[src/rtl/clock_time_counter.sv]
// Time-of-day counter: packed-BCD hh:mm:ss driven by a 1 Hz tick, with a RUN/SET_HH/SET_MM edit FSM.
// Optional macro TWELVE_HOUR_EN maps the 24-hour register to a 12-hour display with a pm flag.
module clock_time_counter #(
  parameter logic [7:0] INIT_HH = 8'h00,
  parameter logic [7:0] INIT_MM = 8'h00,
  parameter logic [7:0] INIT_SS = 8'h00
) (
  input  logic       clk,
  input  logic       clr,
  input  logic       _1s,
  input  logic       mode,
  input  logic       inc,
  output logic [7:0] hh,
  output logic [7:0] mm,
  output logic [7:0] ss,
  output logic       set_hh,
  output logic       set_mm,
  output logic       day_tick,
  output logic       pm
);

  typedef enum logic [1:0] {RUN, SET_HH, SET_MM} state_t;

  state_t     state, state_nxt;
  logic [7:0] hh_r, mm_r, ss_r;
  logic [7:0] hh_nxt, mm_nxt, ss_nxt;
  logic       day_nxt;

  // Two-digit BCD increment that wraps to 00 after reaching top.
  function automatic logic [7:0] bcd_inc(input logic [7:0] v, input logic [7:0] top);
    if (v == top)
      return '0;
    if (v[3:0] == 4'd9)
      return {v[7:4] + 4'd1, 4'd0};
    return {v[7:4], v[3:0] + 4'd1};
  endfunction

  always_comb begin
    state_nxt = state;
    hh_nxt    = hh_r;
    mm_nxt    = mm_r;
    ss_nxt    = ss_r;
    day_nxt   = 1'b0;
    case (state)
      RUN: begin
        if (_1s) begin
          ss_nxt = bcd_inc(ss_r, 8'h59);
          if (ss_r == 8'h59) begin
            mm_nxt = bcd_inc(mm_r, 8'h59);
            if (mm_r == 8'h59) begin
              hh_nxt  = bcd_inc(hh_r, 8'h23);
              day_nxt = (hh_r == 8'h23);
            end
          end
        end
        if (mode)
          state_nxt = SET_HH;
      end
      SET_HH: begin
        if (mode)
          state_nxt = SET_MM;
        else if (inc)
          hh_nxt = bcd_inc(hh_r, 8'h23);
      end
      SET_MM: begin
        if (mode) begin
          state_nxt = RUN;
          ss_nxt    = '0;
        end else if (inc) begin
          mm_nxt = bcd_inc(mm_r, 8'h59);
        end
      end
      default: state_nxt = RUN;
    endcase
  end

  always_ff @(posedge clk) begin
    if (clr) begin
      state    <= RUN;
      hh_r     <= INIT_HH;
      mm_r     <= INIT_MM;
      ss_r     <= INIT_SS;
      set_hh   <= 1'b0;
      set_mm   <= 1'b0;
      day_tick <= 1'b0;
    end else begin
      state    <= state_nxt;
      hh_r     <= hh_nxt;
      mm_r     <= mm_nxt;
      ss_r     <= ss_nxt;
      set_hh   <= (state_nxt == SET_HH);
      set_mm   <= (state_nxt == SET_MM);
      day_tick <= day_nxt;
    end
  end

  assign mm = mm_r;
  assign ss = ss_r;

`ifdef TWELVE_HOUR_EN
  // Display-only mapping; the hour register and its wrap stay 24-hour.
  always_comb begin
    hh = hh_r;
    pm = 1'b0;
    case (hh_r)
      8'h00: hh = 8'h12;
      8'h12: pm = 1'b1;
      8'h13, 8'h14, 8'h15, 8'h16, 8'h17, 8'h18, 8'h19: begin
        hh = {4'd0, hh_r[3:0] - 4'd2};
        pm = 1'b1;
      end
      8'h20: begin hh = 8'h08; pm = 1'b1; end
      8'h21: begin hh = 8'h09; pm = 1'b1; end
      8'h22: begin hh = 8'h10; pm = 1'b1; end
      8'h23: begin hh = 8'h11; pm = 1'b1; end
      default: ;
    endcase
  end
`else
  assign hh = hh_r;
  assign pm = 1'b0;
`endif

endmodule

[config.mk]
export PLATFORM = sky130hd
export DESIGN_NAME = clock_time_counter
export DESIGN_NICKNAME = d
export VERILOG_FILES = /design/src/rtl/clock_time_counter.sv
export SDC_FILE = /design/constraint.sdc
export NUM_CORES = 1
export LEC_CHECK = 0
export ABC_AREA = 0
export CAP_MARGIN = 30
export CORE_ASPECT_RATIO = 0.8
export CORE_MARGIN = 5
export CORE_UTILIZATION = 52
export CTS_CLUSTER_SIZE = 40
export DETAILED_ROUTE_END_ITERATION = 12
export PLACE_DENSITY = 0.81
export SYNTH_ARGS = -nofsm -noshare
export SYNTH_HDL_FRONTEND = slang
export SYNTH_SLANG_ARGS = --single-unit
[constraint.sdc]
create_clock -name clk -period 4.3 [get_ports clk]
set_input_delay 0.86 -clock clk [delete_from_list [all_inputs] [get_ports clk]]
set_output_delay 0.86 -clock clk [all_outputs]
set_load 0.01 [all_outputs]
==> reports/metrics.cfg, run 1 <==
[worst_setup_path]
critPathRequiredTime_ps=4510
path_class=in -> reg
arrival_ps=2610
end_kind=flip-flop
startpoint_type=input pin
worstPathMaxFanout=14

[synthesis]
synth_cell_types=44
synth_area_sq_um=1640
syn_area_per_cell_sq_um=8.61
synth_edf_count=0
synthCells=190
yosys_warnings=0
synth-async-reset-ratio_pct=0
syn_nets=207
synthFlopType=dfxtp_1
ys_ff_latch=29
seq_area_frac_synth_pct=35.5

[cts]
postCtsSetupBuffers=0
cts_max_path_buffers=2
h-tree-depth=2
cts.sinks=29
postCtsResizedCells=0
clk_latency_ps=280
numCtsBuffers=5
path_clk_slew_ps=60
cts_tree=done
cts_hold_buf=0
clockRootBuffer=clkbuf_8

[placement]
dp_slack_ps=1630
port_buffers=31
dpl.hpwl_mm=2.90
routabilityCongestion=0.806

[finish]
final_cell_mix=clkdlybuf4s50_1, dfxtp_1, a21oi_1
final-seq-area_sq_um=581
layout-drive-gt1-share_pct=5.88
multi_input_area_sq_um=963
antennaDiodeCount=0
layout.nets=237
area_growth_pct=27.8
final_common_cell=clkdlybuf4s50_1
fillCellCount=253

[power]
fin_total_pwr_uw=691
seqPwrFrac_pct=41.7
cellLeakagePower_uw=0.000776
cell_internal_pwr_uw=533
p_sw_share_pct=22.8
combinationalPowerShare_pct=9.5
switchingPower_uw=157
cellPowerDensity_nw_per_um2=330
peakVddDrop_mv=0.330
clkPwrFrac_pct=48.9

[detailed_routing]
final_antenna_net_count=0
drt_pass1_iterations=4
drt_first_iter_violations=119
drt-total-wl_mm=4.11
vias=1558
drc=0
via_per_inst=5.97
wl_per_cell_um=15.7

[timing]
fin_setup_tns_ps=0
rsz0062_at_grt=no
hold_violations=0
slew_headroom_pct=60.4
fin_hold_ws_ps=502
fin_skew_ps=8.28
clock.fmax_ghz=0.417
fin_crit_sh_pct=55.8
slew_viol_final=0
fin_ws_ps=1900
setup_viol=0
min_period_ps=2400
worst_pin_slew_ps=590

[floorplan]
core_area_sq_um=3060
rows=18
io_pins=33
die_w_um=72.7
die_area_sq_um=4380
fp.dieH_um=60.2
initial_core_util_pct=53.4

[grt]
grt_pass1_vias=1443
antenna_found_initial=0
grtUsageTotal_pct=19.8
grt_max_degree=28
grt_pass1_wl_mm=6.81
overflow=0

[worst_hold_path]
hp-class=reg -> reg

[flow_run]
cap_viol_max_count=0

[status]
status=finished clean

cell families (layout without fill, tap and decap cells):
family                   count (synthesis)  count (layout)  share of synthesized area [%]
other                                    1               1                          0.229
XOR/XNOR                                 1               1                          0.535
multiplexers                             3               3                           1.91
AND/OR/NAND/NOR                         72              72                           27.2
AO/OA/AOI/OAI                           51              51                           19.8
adder cells (fa/ha/maj)                 12              12                           9.17
buffers and inverters                   21              52                           5.66
flip-flops                              29              29                           35.5
final timing paths:
kind / end / cells past startpoint / slack, ps / from
worst max register to register: mm[4]$_SDFFE_PP0P_ / 5 / 2240 / ss[0]$_SDFFE_PP0P_
worst min register to register: mm[3]$_SDFFE_PP0P_ / 2 / 500 / mm[3]$_SDFFE_PP0P_
worst max-delay path: mm[4]$_SDFFE_PP0P_ / 5 / 1900 / _1s
worst min-delay path: mm[3]$_SDFFE_PP0P_ / 2 / 500 / mm[3]$_SDFFE_PP0P_
synthesized netlist by cell type, types with 2 or more instances:
| master | count | share of area [%] |
|---|---|---|
| dfxtp_1 | 29 | 35 |
| a21oi_1 | 14 | 4.3 |
| ha_1 | 12 | 9.2 |
| inv_1 | 12 | 2.8 |
| nand3_1 | 11 | 3.4 |
| nor2_1 | 11 | 2.5 |
| o21ai_0 | 11 | 3.4 |
| nand2_1 | 7 | 1.6 |
| nor3_1 | 7 | 2.1 |
| a31oi_1 | 6 | 2.3 |
| or4_1 | 6 | 2.8 |
| nand3b_1 | 5 | 2.3 |
| o31ai_1 | 5 | 2.3 |
| and3b_1 | 4 | 2.1 |
| clkbuf_1 | 4 | 0.92 |
| nand4_1 | 4 | 1.5 |
| a41oi_1 | 3 | 1.6 |
| and2_1 | 3 | 1.1 |
| a22oi_1 | 2 | 0.92 |
| a32oi_1 | 2 | 1.1 |
| a41o_1 | 2 | 1.2 |
| buf_2 | 2 | 0.61 |
| mux2i_1 | 2 | 1.2 |
| nand2b_1 | 2 | 0.76 |
| nand4b_1 | 2 | 1.1 |
| nand4bb_1 | 2 | 1.4 |
| nor2b_1 | 2 | 0.76 |
| nor4_1 | 2 | 0.76 |
metrics by stage:
step / std cells / cell area [sq um] / util [%]
after floorplan: 190 / 1640 / -
after global placement: 253 / 1960 / 63.9
after detailed placement: 253 / 1960 / 63.9
after CTS: 261 / 2090 / 68.3
after global routing: 261 / 2090 / 68.3
final: 261 / 2090 / 68.3
flip-flops by register name, summed over array words and instances (netlist names):
| signal | flops |
|---|---|
| state | 2 |
| set_hh | 1 |
| set_mm | 1 |
| day_tick | 1 |
| mm | 8 |
| hh | 8 |
| ss | 8 |
routing by layer:
metal  wire (um)  GRT usage [%]
met5           0              0
met4          41           6.84
met2        1950           33.2
met3         227           4.87
met1        1880           24.9
worst max-delay path, cell delays in order:
cell and delay [ps]:
clkdlybuf4s50_1 490, nand2b_1 150, o31a_1 420, or4_1 550, a21oi_1 140
area by class of cell:
class	count	share of cell area [%]
multi-input cells	140	46.1
clock inverters	3	3.11
repair buffers	32	15.2
well taps	40	2.39
flip-flops and latches	29	27.8
clock buffers	5	3.29
inverters	12	2.15
power groups by stage:
stage | Sequential, uW | Clock [uW] | Combinational [uW]
floorplan | 289 | 0 | 44.5
global placement | 292 | 0 | 62.9
global route | 289 | 353 | 71.3
finish | 288 | 338 | 65.4
CTS | 287 | 339 | 65.0
detailed placement | 293 | 0 | 64.5
Power figures use the tool's default switching activity.
==> inputs of run 2 (changes only) <==
- CORE_UTILIZATION: 52 -> 46
- PLACE_DENSITY: 0.81 -> 0.75
- clock period: 4.3 -> 2.2 ns (I/O delays scaled with it)
==> reports/metrics.cfg, run 2 (synthesized netlist as in run 1, its figures left out) <==
[status]
status=finished clean

[finish]
layout-drive-gt1-share_pct=9.17
final-seq-area_sq_um=581
multi_input_area_sq_um=963
layout.nets=245
final_common_cell=clkdlybuf4s50_1
antennaDiodeCount=0
area_growth_pct=31.6
fillCellCount=309
stdcell_count=271
final_cell_mix=clkdlybuf4s50_1, dfxtp_1, a21oi_1

[floorplan]
rows=19
die_w_um=76.7
fp.dieH_um=63.4
core_area_sq_um=3420
io_pins=33
initial_core_util_pct=47.8
die_area_sq_um=4860

[power]
p_sw_share_pct=22.4
combinationalPowerShare_pct=10.9
clkPwrFrac_pct=48.2
peakVddDrop_mv=0.558
fin_total_pwr_uw=1360
switchingPower_uw=304
cellPowerDensity_nw_per_um2=631
cell_internal_pwr_uw=1060
cellLeakagePower_uw=0.000814
seqPwrFrac_pct=41.0

[timing]
worst_pin_slew_ps=519
fin_hold_ws_ps=494
slew_viol_final=0
rsz0062_at_grt=no
min_period_ps=1960
slew_headroom_pct=65.1
setup_viol=0
fin_crit_sh_pct=89.0
clock.fmax_ghz=0.511
fin_skew_ps=7.77
fin_setup_tns_ps=0
hold_violations=0
fin_ws_ps=242

[placement]
port_buffers=31
dp_slack_ps=84.2
routabilityCongestion=0.863
dpl.hpwl_mm=2.72
placed_cells=263

[worst_setup_path]
critPathRequiredTime_ps=2410
cp_cell_sequence=ha_1 > nand3b_4 > o31a_1 > or4_1 > a21oi_1
r2r_slack_ps=240
r2r_end=mm[5]$_SDFFE_PP0P_
cp.depth=5
path_class=reg -> reg
cp_num_buf_inv=0
r2r_cells=5
arrival_ps=2170
slowest_stage=or4_1
endpoint=mm[5]$_SDFFE_PP0P_
reg2reg_from=ss[0]$_SDFFE_PP0P_
worstPathMaxFanout=11
end_kind=flip-flop
cp_top_family=simple AND/OR/NAND/NOR gates
critical_path.startpoint=ss[0]$_SDFFE_PP0P_
max_stage_delay_ps=530
startpoint_type=flip-flop

[grt]
antenna_found_initial=0
grt_max_degree=16
grt_pass1_vias=1435
grt_pass1_wl_mm=6.24
grtUsageTotal_pct=15.4
overflow=0

[detailed_routing]
drt-total-wl_mm=3.72
drt_pass1_iterations=4
via_per_inst=5.73
vias=1553
wl_per_cell_um=13.7
final_antenna_net_count=0
drc=0
drt_first_iter_violations=70

[worst_hold_path]
min_from=mm[3]$_SDFFE_PP0P_
hp-class=reg -> reg
hold_depth=2

[cts]
postCtsResizedCells=0
path_clk_slew_ps=70
h-tree-depth=2
clockRootBuffer=clkbuf_8
postCtsSetupBuffers=0
cts_tree=done
cts_hold_buf=0
cts_max_path_buffers=2
numCtsBuffers=5
clk_latency_ps=280
cts.sinks=29

[flow_run]
cap_viol_max_count=0

## run 2: power by group through the flow
| stage | logic, uW | clock network, uW | registers, uW |
|---|---|---|---|
| floorplan | 86.9 | 0 | 564 |
| global placement | 143 | 0 | 569 |
| detailed placement | 146 | 0 | 569 |
| CTS | 147 | 669 | 557 |
| global route | 161 | 690 | 560 |
| finish | 148 | 655 | 557 |
## run 2: how the worst min path moves through the flow
stage                         endpoint  slack [ps]
global placement    mm[3]$_SDFFE_PP0P_         480
global route        mm[3]$_SDFFE_PP0P_         520
floorplan           mm[3]$_SDFFE_PP0P_         500
finish              mm[3]$_SDFFE_PP0P_         490
detailed placement  mm[3]$_SDFFE_PP0P_         490
CTS                 mm[3]$_SDFFE_PP0P_         500
## run 2: area by class of cell
type,instances,share of cell area [%]
Timing Repair Buffer,40,17.5
Multi-Input combinational cell,140,44.7
Inverter,12,2.09
Sequential cell,29,27.0
Clock inverter,3,3.02
Tap cell,42,2.44
Clock buffer,5,3.20
## run 2: stage by stage
stage                     utilization [%]  cell area, sq um
after floorplan                         -              1640
after global placement               59.0              2020
after detailed placement             59.0              2020
after CTS                            62.9              2150
after global routing                 62.9              2150
final                                62.9              2150
## run 2: worst reg2reg max path, cell delays in order, from the launching register on
cell,delay (ps)
dfxtp_1,440
ha_1,250
nand3b_4,110
o31a_1,420
or4_1,530
a21oi_1,150
## run 2: metal layers
| metal | wire (um) | global-route usage [%] | part of all wire (%) | vias to the layer above |
|---|---|---|---|---|
| li1 | - | - | - | 788 |
| met5 | 0 | 0 | 0 | - |
| met4 | 46 | 5.46 | 1.2 | 0 |
| met1 | 1890 | 20.3 | 51 | 719 |
| met3 | 265 | 5.98 | 7.1 | 4 |
| met2 | 1520 | 22.6 | 41 | 42 |
==> inputs of run 3 (changes only) <==
- ABC_AREA: 0 -> 1
- CORE_UTILIZATION: 46 -> 47
- PLACE_DENSITY: 0.75 -> 0.76
==> reports/metrics.cfg, run 3 <==
[cts]
postCtsResizedCells=0
clk_latency_ps=280
postCtsSetupBuffers=0
clockRootBuffer=clkbuf_8
cts.sinks=29
cts_hold_buf=0
h-tree-depth=2
cts_max_path_buffers=2
cts_tree=done
path_clk_slew_ps=60
numCtsBuffers=5

[synthesis]
syn_area_per_cell_sq_um=7.28
yosysTopAreaCell=dfxtp_1
synthFlopType=dfxtp_1
synth_area_sq_um=1730
synthCells=238
synth-async-reset-ratio_pct=0
yosys.cell_count.top_type=nand2_1
seq_area_frac_synth_pct=33.5
ys_ff_latch=29
synth_commonest_cells=nand2_1, nor2_1, inv_1
syn_nets=255
synth_cell_types=30
synth_edf_count=0
netlist.area_leader.share_pct=33.5
yosys_warnings=0
synth_area_leaders=dfxtp_1, nand2_1, ha_1

[worst_setup_path]
worstPathMaxFanout=8
r2r_cells=9
max_stage_delay_ps=580
critPathRequiredTime_ps=1760
end_kind=output pin
cp_top_family=buffers and inverters
cp_num_buf_inv=1
path_class=reg -> out
slowest_stage=clkdlybuf4s50_1
cp_cell_sequence=clkdlybuf4s50_1
startpoint_type=flip-flop
arrival_ps=1320
cp.depth=1

[power]
seqPwrFrac_pct=46.2
fin_total_pwr_uw=1250
clkPwrFrac_pct=35.7
combinationalPowerShare_pct=18.1
switchingPower_uw=355
p_sw_share_pct=28.4
cellLeakagePower_uw=0.000935
cell_internal_pwr_uw=892
peakVddDrop_mv=0.295
cellPowerDensity_nw_per_um2=569

[status]
status=finished clean

[detailed_routing]
drt-total-wl_mm=3.98
final_antenna_net_count=0
via_per_inst=5.12
vias=1629
drt_first_iter_violations=122
drt_pass1_iterations=4
wl_per_cell_um=12.5
drc=0

[worst_hold_path]
hold_depth=2
hp-class=reg -> reg

[grt]
grt_max_degree=14
overflow=0
grtUsageTotal_pct=16.8
grt_pass1_vias=1509
antenna_found_initial=0
use_met2_pct=26.1
gr-usage-met1_pct=21.8
grt_pass1_wl_mm=6.78
grt.busiest_layer=met2
grtUsageMet3_pct=4.21

[finish]
final_cell_area_sq_um=2190
final_common_cell=nand2_1
area_growth_pct=26.3
stdcell_count=318
final_cell_mix=nand2_1, nor2_1, inv_1, clkdlybuf4s50_1, dfxtp_1
antennaDiodeCount=0
layout.nets=293
layout-drive-gt1-share_pct=10.5

[floorplan]
core_area_sq_um=3490
fp.dieH_um=64.3
io_pins=33
die_w_um=77.9
die_area_sq_um=5010
rows=19
initial_core_util_pct=49.6

[timing]
fin_skew_ps=3.65
rsz0062_at_grt=no
fin_setup_tns_ps=0
setup_viol=0
fin_crit_sh_pct=80.2
hold_violations=0
slew_viol_final=0
min_period_ps=1760
clock.fmax_ghz=0.567

[placement]
placed_cells=311
post_dp_cell_area_sq_um=2100
routabilityCongestion=0.845
port_buffers=31
dpl.hpwl_mm=2.95

[flow_run]
cap_viol_max_count=0

[run 3: power groups by stage]
stage	clock, uW	combinational [uW]	sequential [uW]
finish	445	226	575
global route	480	252	578
CTS	456	227	575
detailed placement	0	225	586
global placement	0	222	585
floorplan	0	134	592
[run 3: cell type report]
type	count	area, sq um
sequential	29	581
multi-input combinational	174	1020
clock buffer	7	86.3
fill	335	1310
inverter	32	120
timing repair buffer	34	333
tap	42	52.6
[run 3: kinds of logic after synthesis]
logic type | Yosys count | share of synthesized area [%]
flops | 29 | 33.5
compound gates | 29 | 10.4
fa+ha+maj | 12 | 8.66
simple gates | 127 | 36.8
other cells | 1 | 0.216
xor+xnor | 5 | 2.53
buf+inv | 35 | 7.87
[run 3: worst paths after layout]
kind / slack (ps) / to / start
max reg2reg: 550 / hh[0]$_SDFFE_PP0P_ / mm[1]$_SDFFE_PP0P_
min: 490 / ss[7]$_SDFFE_PP0P_ / ss[7]$_SDFFE_PP0P_
min reg2reg: 490 / ss[7]$_SDFFE_PP0P_ / ss[7]$_SDFFE_PP0P_
max: 440 / mm[2] / mm[2]$_SDFFE_PP0P_
[run 3: through the flow]
step	hold WS, ps	util [%]	setup slack, ps
floorplan	499	-	712
global placement	488	60.2	472
detailed placement	478	60.2	418
CTS	489	62.6	428
global route	517	62.6	377
finish	488	62.6	436
[run 3: routing by layer]
layer	routed length [um]	part of all wire (%)	vias to the layer above
met1	1970	49	728
met2	1690	42	46
met5	0	0	-
li1	-	-	845
met4	90	2.3	0
met3	238	6.0	10
[run 3: worst reg2reg max path, stage by stage (launching register included)]
cell     delay (ps)
dfxtp_1         350
inv_1            90
ha_1            180
nand3_2         140
nor2_1          220
nand2_1         140
nand2_4         120
nand2_2          90
o21ai_0         160
nor2_1           50
